### config.mk
export PLATFORM = sky130hd
export DESIGN_NAME = aes_inv_round_ctrl_flat
export DESIGN_NICKNAME = d
export VERILOG_FILES = /design/src/rtl/aes_inv_round_ctrl_pkg.sv /design/src/rtl/aes_inv_round_ctrl_if.sv /design/src/rtl/aes_inv_round_ctrl_counter.sv /design/src/rtl/aes_inv_round_ctrl.sv /design/src/flat_wrapper.sv
export SDC_FILE = /design/constraint.sdc
export NUM_CORES = 1
export LEC_CHECK = 0
export BUFFER_PORTS_ARGS = -buffer_cell sky130_fd_sc_hd__buf_2
export CORE_AREA = 10 10 47 49
export CTS_BUF_LIST = sky130_fd_sc_hd__clkbuf_2
export DETAILED_ROUTE_END_ITERATION = 10
export DIE_AREA = 0 0 57 59
export GPL_TIMING_DRIVEN = 0
export REMOVE_ABC_BUFFERS = 1
export SLEW_MARGIN = 20
export SYNTH_ARGS = -nofsm -noshare
export SYNTH_HDL_FRONTEND = slang
export SYNTH_SLANG_ARGS = --single-unit
### constraint.sdc
create_clock -name clk -period 3.2 [get_ports clk]
set_input_delay 0.48 -clock clk [delete_from_list [all_inputs] [get_ports clk]]
set_output_delay 0.48 -clock clk [all_outputs]
set_load 0.005 [all_outputs]
### src/rtl/aes_inv_round_ctrl_pkg.sv
// Shared types and constants for the AES inverse-cipher round sequencer:
// FSM state encoding, round counts per key length and key-length codes.
package aes_pkg;

  typedef enum logic [2:0] {
    ST_IDLE  = 3'd0,
    ST_INIT  = 3'd1,
    ST_ROUND = 3'd2,
    ST_FINAL = 3'd3,
    ST_DONE  = 3'd4
  } aes_inv_state_e;

  localparam int unsigned AES_NR_128 = 10;
  localparam int unsigned AES_NR_192 = 12;
  localparam int unsigned AES_NR_256 = 14;

  typedef enum logic [1:0] {
    KEY_LEN_128  = 2'b00,
    KEY_LEN_192  = 2'b01,
    KEY_LEN_256  = 2'b10,
    KEY_LEN_RSVD = 2'b11
  } aes_key_len_e;

  // The reserved code falls back to AES-128 so a bad code can never over-run the key RAM.
  function automatic int unsigned aes_nr_from_key_len(input aes_key_len_e key_len);
    case (key_len)
      KEY_LEN_192: return AES_NR_192;
      KEY_LEN_256: return AES_NR_256;
      default:     return AES_NR_128;
    endcase
  endfunction

endpackage

### src/rtl/aes_inv_round_ctrl_if.sv
// Handshake and round-control bundle between decrypt control, the sequencer
// and the inverse round datapath. i_key_len exists only with AES_INV_KEYLEN_EN.
interface aes_inv_round_ctrl_if #(
  parameter int CNT_SIZE = 4
);
  logic                i_start;
  logic                i_stall;
`ifdef AES_INV_KEYLEN_EN
  logic [1:0]          i_key_len;
`endif
  logic                o_ready;
  logic                o_busy;
  logic [CNT_SIZE-1:0] o_key_idx;
  logic                o_init;
  logic                o_mix_en;
  logic                o_final;
  logic                o_done;

  modport master (
    output i_start,
    output i_stall,
`ifdef AES_INV_KEYLEN_EN
    output i_key_len,
`endif
    input  o_ready,
    input  o_busy,
    input  o_key_idx,
    input  o_init,
    input  o_mix_en,
    input  o_final,
    input  o_done
  );

  modport slave (
    input  i_start,
    input  i_stall,
`ifdef AES_INV_KEYLEN_EN
    input  i_key_len,
`endif
    output o_ready,
    output o_busy,
    output o_key_idx,
    output o_init,
    output o_mix_en,
    output o_final,
    output o_done
  );

endinterface

### src/rtl/aes_inv_round_ctrl_counter.sv
// Round-key index down counter: load, saturating decrement, hold otherwise,
// with is_one/is_zero flags for the sequencer's exit decision.
module aes_round_down_counter #(
  parameter int WIDTH = 4
) (
  input  logic             clk,
  input  logic             rst_n,
  input  logic             load_i,
  input  logic [WIDTH-1:0] load_val_i,
  input  logic             dec_i,
  output logic [WIDTH-1:0] cnt_o,
  output logic             is_one_o,
  output logic             is_zero_o
);

  logic [WIDTH-1:0] cnt_q;
  logic [WIDTH-1:0] cnt_d;

  // NOTE: every always_comb output gets a default first, so no path can infer a latch.
  always_comb begin
    cnt_d = cnt_q;
    if (load_i) begin
      cnt_d = load_val_i;
    end else if (dec_i && (cnt_q != '0)) begin
      cnt_d = cnt_q - 1'b1;
    end
  end

  // NOTE: sequential state uses non-blocking assignments so all flops update together.
  always_ff @(posedge clk or negedge rst_n) begin
    if (!rst_n) begin
      cnt_q <= '0;
    end else begin
      cnt_q <= cnt_d;
    end
  end

  assign cnt_o     = cnt_q;
  assign is_one_o  = (cnt_q == WIDTH'(1));
  assign is_zero_o = (cnt_q == '0);

endmodule

### src/rtl/aes_inv_round_ctrl.sv
// AES inverse-cipher round sequencer: counts the round-key index down from Nr to 0
// and decodes the per-round stage enables. AES_INV_KEYLEN_EN selects Nr per block.
module aes_inv_round_ctrl
  import aes_pkg::*;
#(
  parameter int MAX_CNT  = 10,
  parameter int CNT_SIZE = 4
) (
  input logic                clk,
  input logic                rst_n,
  aes_inv_round_ctrl_if.slave bus
);

  aes_inv_state_e      state_q;
  aes_inv_state_e      state_d;
  logic                advance;
  logic                cnt_load;
  logic                cnt_dec;
  logic [CNT_SIZE-1:0] nr_sel;
  logic [CNT_SIZE-1:0] key_idx;
  logic                key_is_one;
  logic                key_is_zero;

  // Nr is captured by the counter load on the start cycle, so later key-length changes are ignored.
`ifdef AES_INV_KEYLEN_EN
  assign nr_sel = CNT_SIZE'(aes_nr_from_key_len(aes_key_len_e'(bus.i_key_len)));
`else
  assign nr_sel = CNT_SIZE'(MAX_CNT);
`endif

  assign advance = !bus.i_stall;

  always_comb begin
    state_d  = state_q;
    cnt_load = 1'b0;
    cnt_dec  = 1'b0;
    case (state_q)
      ST_IDLE: begin
        if (bus.i_start) begin
          state_d  = ST_INIT;
          cnt_load = 1'b1;
        end
      end
      ST_INIT: begin
        if (advance) begin
          state_d = ST_ROUND;
          cnt_dec = 1'b1;
        end
      end
      ST_ROUND: begin
        // A zero index here is unreachable; exiting to FINAL keeps the FSM from ever wrapping.
        if (advance) begin
          cnt_dec = 1'b1;
          if (key_is_one || key_is_zero) begin
            state_d = ST_FINAL;
          end
        end
      end
      ST_FINAL: begin
        if (advance) begin
          state_d = ST_DONE;
        end
      end
      ST_DONE: begin
        state_d = ST_IDLE;
      end
      default: begin
        state_d = ST_IDLE;
      end
    endcase
  end

  always_ff @(posedge clk or negedge rst_n) begin
    if (!rst_n) begin
      state_q <= ST_IDLE;
    end else begin
      state_q <= state_d;
    end
  end

  aes_round_down_counter #(
    .WIDTH (CNT_SIZE)
  ) u_key_cnt (
    .clk        (clk),
    .rst_n      (rst_n),
    .load_i     (cnt_load),
    .load_val_i (nr_sel),
    .dec_i      (cnt_dec),
    .cnt_o      (key_idx),
    .is_one_o   (key_is_one),
    .is_zero_o  (key_is_zero)
  );

  // Moore decode: each enable belongs to exactly one state, so they are mutually exclusive.
  always_comb begin
    bus.o_ready  = 1'b0;
    bus.o_busy   = 1'b0;
    bus.o_init   = 1'b0;
    bus.o_mix_en = 1'b0;
    bus.o_final  = 1'b0;
    bus.o_done   = 1'b0;
    case (state_q)
      ST_IDLE:  bus.o_ready = 1'b1;
      ST_INIT: begin
        bus.o_busy = 1'b1;
        bus.o_init = 1'b1;
      end
      ST_ROUND: begin
        bus.o_busy   = 1'b1;
        bus.o_mix_en = 1'b1;
      end
      ST_FINAL: begin
        bus.o_busy  = 1'b1;
        bus.o_final = 1'b1;
      end
      ST_DONE:  bus.o_done = 1'b1;
      default:  bus.o_ready = 1'b0;
    endcase
  end

  assign bus.o_key_idx = key_idx;

endmodule

### src/flat_wrapper.sv
// flat-port wrapper written by rule: the top's interface ports become plain ports
module aes_inv_round_ctrl_flat import aes_pkg::*;
#(
  parameter int MAX_CNT  = 10,
  parameter int CNT_SIZE = 4
)
  (clk, rst_n, bus_i_start, bus_i_stall, bus_o_ready, bus_o_busy, bus_o_key_idx, bus_o_init, bus_o_mix_en, bus_o_final, bus_o_done);
  aes_inv_round_ctrl_if #(.CNT_SIZE(CNT_SIZE)) bus_i ();
  input logic clk;
  input logic rst_n;
  input wire logic [$bits(bus_i.i_start)-1:0] bus_i_start;
  input wire logic [$bits(bus_i.i_stall)-1:0] bus_i_stall;
  output wire logic [$bits(bus_i.o_ready)-1:0] bus_o_ready;
  output wire logic [$bits(bus_i.o_busy)-1:0] bus_o_busy;
  output wire logic [$bits(bus_i.o_key_idx)-1:0] bus_o_key_idx;
  output wire logic [$bits(bus_i.o_init)-1:0] bus_o_init;
  output wire logic [$bits(bus_i.o_mix_en)-1:0] bus_o_mix_en;
  output wire logic [$bits(bus_i.o_final)-1:0] bus_o_final;
  output wire logic [$bits(bus_i.o_done)-1:0] bus_o_done;
  assign bus_i.i_start = bus_i_start;
  assign bus_i.i_stall = bus_i_stall;
  assign bus_o_ready = bus_i.o_ready;
  assign bus_o_busy = bus_i.o_busy;
  assign bus_o_key_idx = bus_i.o_key_idx;
  assign bus_o_init = bus_i.o_init;
  assign bus_o_mix_en = bus_i.o_mix_en;
  assign bus_o_final = bus_i.o_final;
  assign bus_o_done = bus_i.o_done;
  aes_inv_round_ctrl #(.MAX_CNT(MAX_CNT), .CNT_SIZE(CNT_SIZE)) u_core (.clk(clk), .rst_n(rst_n), .bus(bus_i));
endmodule
Yosys cells after proc, flatten, opt, wreduce, memory -nomap -nowiden:

Cells that the tools add are included.
W data, S select, Z words.

* $add $sub $neg: 1
* equality and inequality tests: 10
* multiplexer cells: 18
* reduce and logical (&&, ||, !) cells: 9

Operators by type and width (number)
* $mux W3: 5
* $pmux W3 S4: 1
* $mux W1: 10
* $mux W4: 2
* $ne A2 B2 Y1 const B: 4
* $eq A3 B2 Y1 const B: 2
* $reduce_and A5 Y1: 1
* $eq A4 B1 Y1 const B: 1
* $logic_not A4 Y1: 1
* $reduce_bool A4 Y1: 1
* $sub A4 B1 Y4 const B: 1
* $eq A3 B1 Y1 const B: 1
* $eq A3 B3 Y1 const B: 1
* $logic_not A3 Y1: 1
* $reduce_or A3 Y1: 1
* $ne A2 B1 Y1 const B: 1
* $reduce_bool A2 Y1: 1
* $reduce_or A2 Y1: 1
* $logic_and A1 B1 Y1: 1
* $logic_or A1 B1 Y1: 1

* register bits after elaboration: 7
* bits of input ports: 4
* output and inout port bits: 10

Longest topological paths before layout:

* depth in word-level cells: 6
* gate-level depth with buffers: 5

Cells and area by module:

From an unflattened synthesis, not the netlist that was laid out.

* cell total of the unflattened synthesis: 56
* area, all modules: 489.2 µm²

Modules (own cells, without submodules)
* aes_round_down_counter: times used 1, cells an instance 30, area each 266.5 µm², sequential area each 100.1 µm²
* aes_inv_round_ctrl: times used 1, cells an instance 26, area each 222.7 µm², sequential area each 75.1 µm²

Worst setup path before layout:

No wires, ideal clock.

* path kind: register -> register
* start: register u_core.u_key_cnt.cnt_q[0], in the netlist u_core.u_key_cnt.cnt_o[0]
* end: register u_core.u_key_cnt.cnt_q[0], in the netlist u_core.u_key_cnt.cnt_o[0]
* arrival: 1.391 ns
* required time: 3.075 ns
* slack: 1.684 ns
* cell stages (with the launch flop): 6
* period minus slack after synthesis: 1.516 ns
* cell sequence: dfrtp_1 inv_1 ha_1 inv_1 o311ai_4 mux2_4

* cells in the longest elaborated chain, start to end: 3
* elaborated cells between the ends (all ways): 6

Ends and longest elaborated chain
* from (decl): line aes_inv_round_ctrl_counter.sv:16 `logic [WIDTH-1:0] cnt_q;`
* from (signal assigned): line aes_inv_round_ctrl_counter.sv:34 `cnt_q <= cnt_d;`
* $sub A4 B1 Y4 / $reduce_bool A4 Y1 (equally long branches): line aes_inv_round_ctrl_counter.sv:25, aes_inv_round_ctrl_counter.sv:24
* $mux W4 / $logic_and A1 B1 Y1 (equally long branches): line aes_inv_round_ctrl_counter.sv:24 `end else if (dec_i && (cnt_q != '0)) begin`
* $mux W4 / $reduce_bool A2 Y1 (equally long branches)

Several ways; a longest one is shown, not always the timed one. The select of a mux whose other input is x is not followed.
A chain may end at the register's enable or synchronous reset.

Worst setup path in the final report:

* start: register u_core.state_q[1]
* end: output port bus_o_final

* cells in the longest elaborated chain, start to end: 2

Ends and longest elaborated chain
* from (decl): line aes_inv_round_ctrl.sv:14 `aes_inv_state_e state_q;`
* from (signal assigned): line aes_inv_round_ctrl.sv:77 `state_q <= state_d;`
* $eq A3 B2 Y1: line aes_inv_round_ctrl.sv:102 `case (state_q)`
* $mux W1: line aes_inv_round_ctrl.sv:102
* to (decl): line flat_wrapper.sv:18 `output wire logic [$bits(bus_i.o_final)-1:0] bus_o_final;`

Every way passes these cells.

==> reports/qor.yml <==
synthTopCellsByCount: "nor2_1, dfrtp_1, inv_1, nor3_1, nor3b_1"
core_area_um2: 1400
critPathMaxFanout: 8
crit_buf_inv: 2
rows: 14
hold_violations: 0
cpPeakStageDelay_ns: 0.62
powerDensity_nw_per_um2: 1000
antenna_found_initial: 0
setup_violations: 0
dpl.hpwl_um: 815
synthArstFlopShare: 1.00
dieHeight_um: 59
grt-ovfl-total: 0
clkLatencyLatePin_ns: 0.23
grt_util_all_layers: 0.0655
grt_max_degree: 12
synth-edff-count: 0
end_kind: "primary output"
post_route_cells_drive_above_1_share: 0.365
ys_ff_latch: 7
drt_iter0_markers: 1
ys_warn_count: 0
yosysUniqueCellTypes: 26
cts-resized-gates: 0
pre_cts_ws_ns: 1.57
first_global_vias: 409
fin_nets: 70
fin_setup_tns_ns: 0
insertedDiodeCount: 0
yosysTopAreaCellShare: 0.342
syn_area_um2: 512
instances_no_fill: 79
cts_tree: "done"
routedWlPerCell_um: 12.5
period_needed_ns: 1.85
area_growth_pct: 15.9
required_ns: 2.72
vias: 383
crit_path_start_kind: "flip-flop"
cts-root-buf: "clkbuf_2"
ant_nets: 0
setup_ws_ns: 1.35
rsz0062_at_grt: "false"
viasPerCell: 4.85
start_util: 0.365
finalPower_uw: 594
syn_area_per_cell_um2: 10.4
crit_chain: "inv_1 -> nor3b_1 -> buf_2"
cts_hold_buf: 0
io_pins: 14
fp.dieW_um: 57
hp-class: "input port to asynchronous set/reset pin"
ys_seq_area_frac: 0.342
crit_path_top_delay_cell: "dfrtp_1"
place_area_um2: 573
finish.utilization: 0.423
whs_ns: 0.0712
ys.flop_type: "dfrtp_1"
firstDrtPassIters: 4
placed_cells: 75
rr_startpoint: "u_core.u_key_cnt.cnt_o[0]"
critPathArrivalTime_ns: 1.37
outcome: "finished, final reports clean"
tightest_slew_ns: 0.449
critical_path_class: "flip-flop to primary output"
htree_levels: 1
critPathLaunch: "u_core.state_q[1]"
period_share: 0.578
fin_skew_ns: 0.00568
cts-buffers-inserted: 3
critPathTopFamily: "flip-flops"
cts.sinks: 7
clkTransAtPathRegs_ns: 0.07
route.detailed.drc: 0
gp_congestion: 0.751
grt_pass1_wl_mm: 1.79
final_cell_area_um2: 593
synth.most_common_cell: "nor2_1"
max-slew-margin-rel: 0.701
dieArea_um2: 3360
numPortBuffers: 13
cts_buffer_depth: 2
postCtsSetupRepairBufs: 0
postSynthCellCount: 49
maxSlewViolCount: 0
synth_area_leaders: "dfrtp_1, nor2_1, xor2_4"
vdd_ir_drop_max_uv: 420
wl_um: 988
fmaxAchievable_mhz: 541
power_leakage_nw: 0.286
max_cap_viol_count: 0
yosys.area.top_type: "dfrtp_1"
fillers: 154
==> cell type report <==
class                      count  area [um^2]  share of cell area
clock buffer                   4         20.0              0.0338
inverter                       5         18.8              0.0316
multi-input combinational     34          294               0.496
sequential                     7          175               0.295
tap                           16         20.0              0.0338
timing repair buffer          13         65.1               0.110
==> final timing paths <==
path / end / slack [ns] / depth (start not counted)
max: bus_o_final / 1.35 / 3
min: u_core.u_key_cnt.cnt_o[1] / 0.07 / 1
max reg2reg: u_core.u_key_cnt.cnt_o[0] / 1.57 / 5
min reg2reg: u_core.u_key_cnt.cnt_o[1] / 0.63 / 2
max in group asynchronous: u_core.state_q[2] / 2.97 / 1
min in group clk: u_core.u_key_cnt.cnt_o[3] / 0.62 / 4
==> flip-flops by register name (all words and copies together), names as in the netlist <==
register and count:
u_core.state_q 3, u_core.u_key_cnt.cnt_o 4
==> placed cells by master (no fill, tap or decap) <==
cell and count:
and3_2 1, ha_1 2, buf_2 13, a311oi_1 1, and2_1 1, o311ai_4 1, nor3_1 3, xnor2_1 1
nor2_1 8, nor2_4 1, mux2i_1 2, nor4b_1 1, clkbuf_2 4, a211oi_1 1, o21ai_0 1, nor4b_4 1
inv_1 5, a21oi_1 1, mux2_4 1, a31o_1 1, xor2_4 1, nand3_1 1, nor3b_1 3, dfrtp_1 7
nor2b_1 1
==> logic make-up (layout without fill, tap and decap cells) <==
kind of cell | Yosys count | after routing | synth area share
AO/OA/AOI/OAI | 6 | 6 | 0.120
AND/OR/NAND/NOR | 21 | 21 | 0.267
flip-flops | 7 | 7 | 0.342
adder cells (fa/ha/maj) | 2 | 2 | 0.0489
XOR/XNOR | 2 | 2 | 0.0709
multiplexers | 3 | 3 | 0.0685
buffers and inverters | 8 | 22 | 0.0831
==> power breakdown <==
part	internal, mW	switching, mW	leakage, nW
clock	0.0332	0.0308	0.0166
sequential	0.128	0.0933	0.0838
combinational	0.168	0.141	0.185
total	0.329	0.265	0.286
==> per-layer routing <==
layer | share of wire | global-route usage | wire length [um]
met1 | 0.46 | 0.0769 | 453
met2 | 0.50 | 0.101 | 492
met3 | 0.034 | 0.0150 | 34
met4 | 0.0091 | 0.0503 | 9
met5 | 0 | 0 | 0
Power figures use the tool's default switching activity.
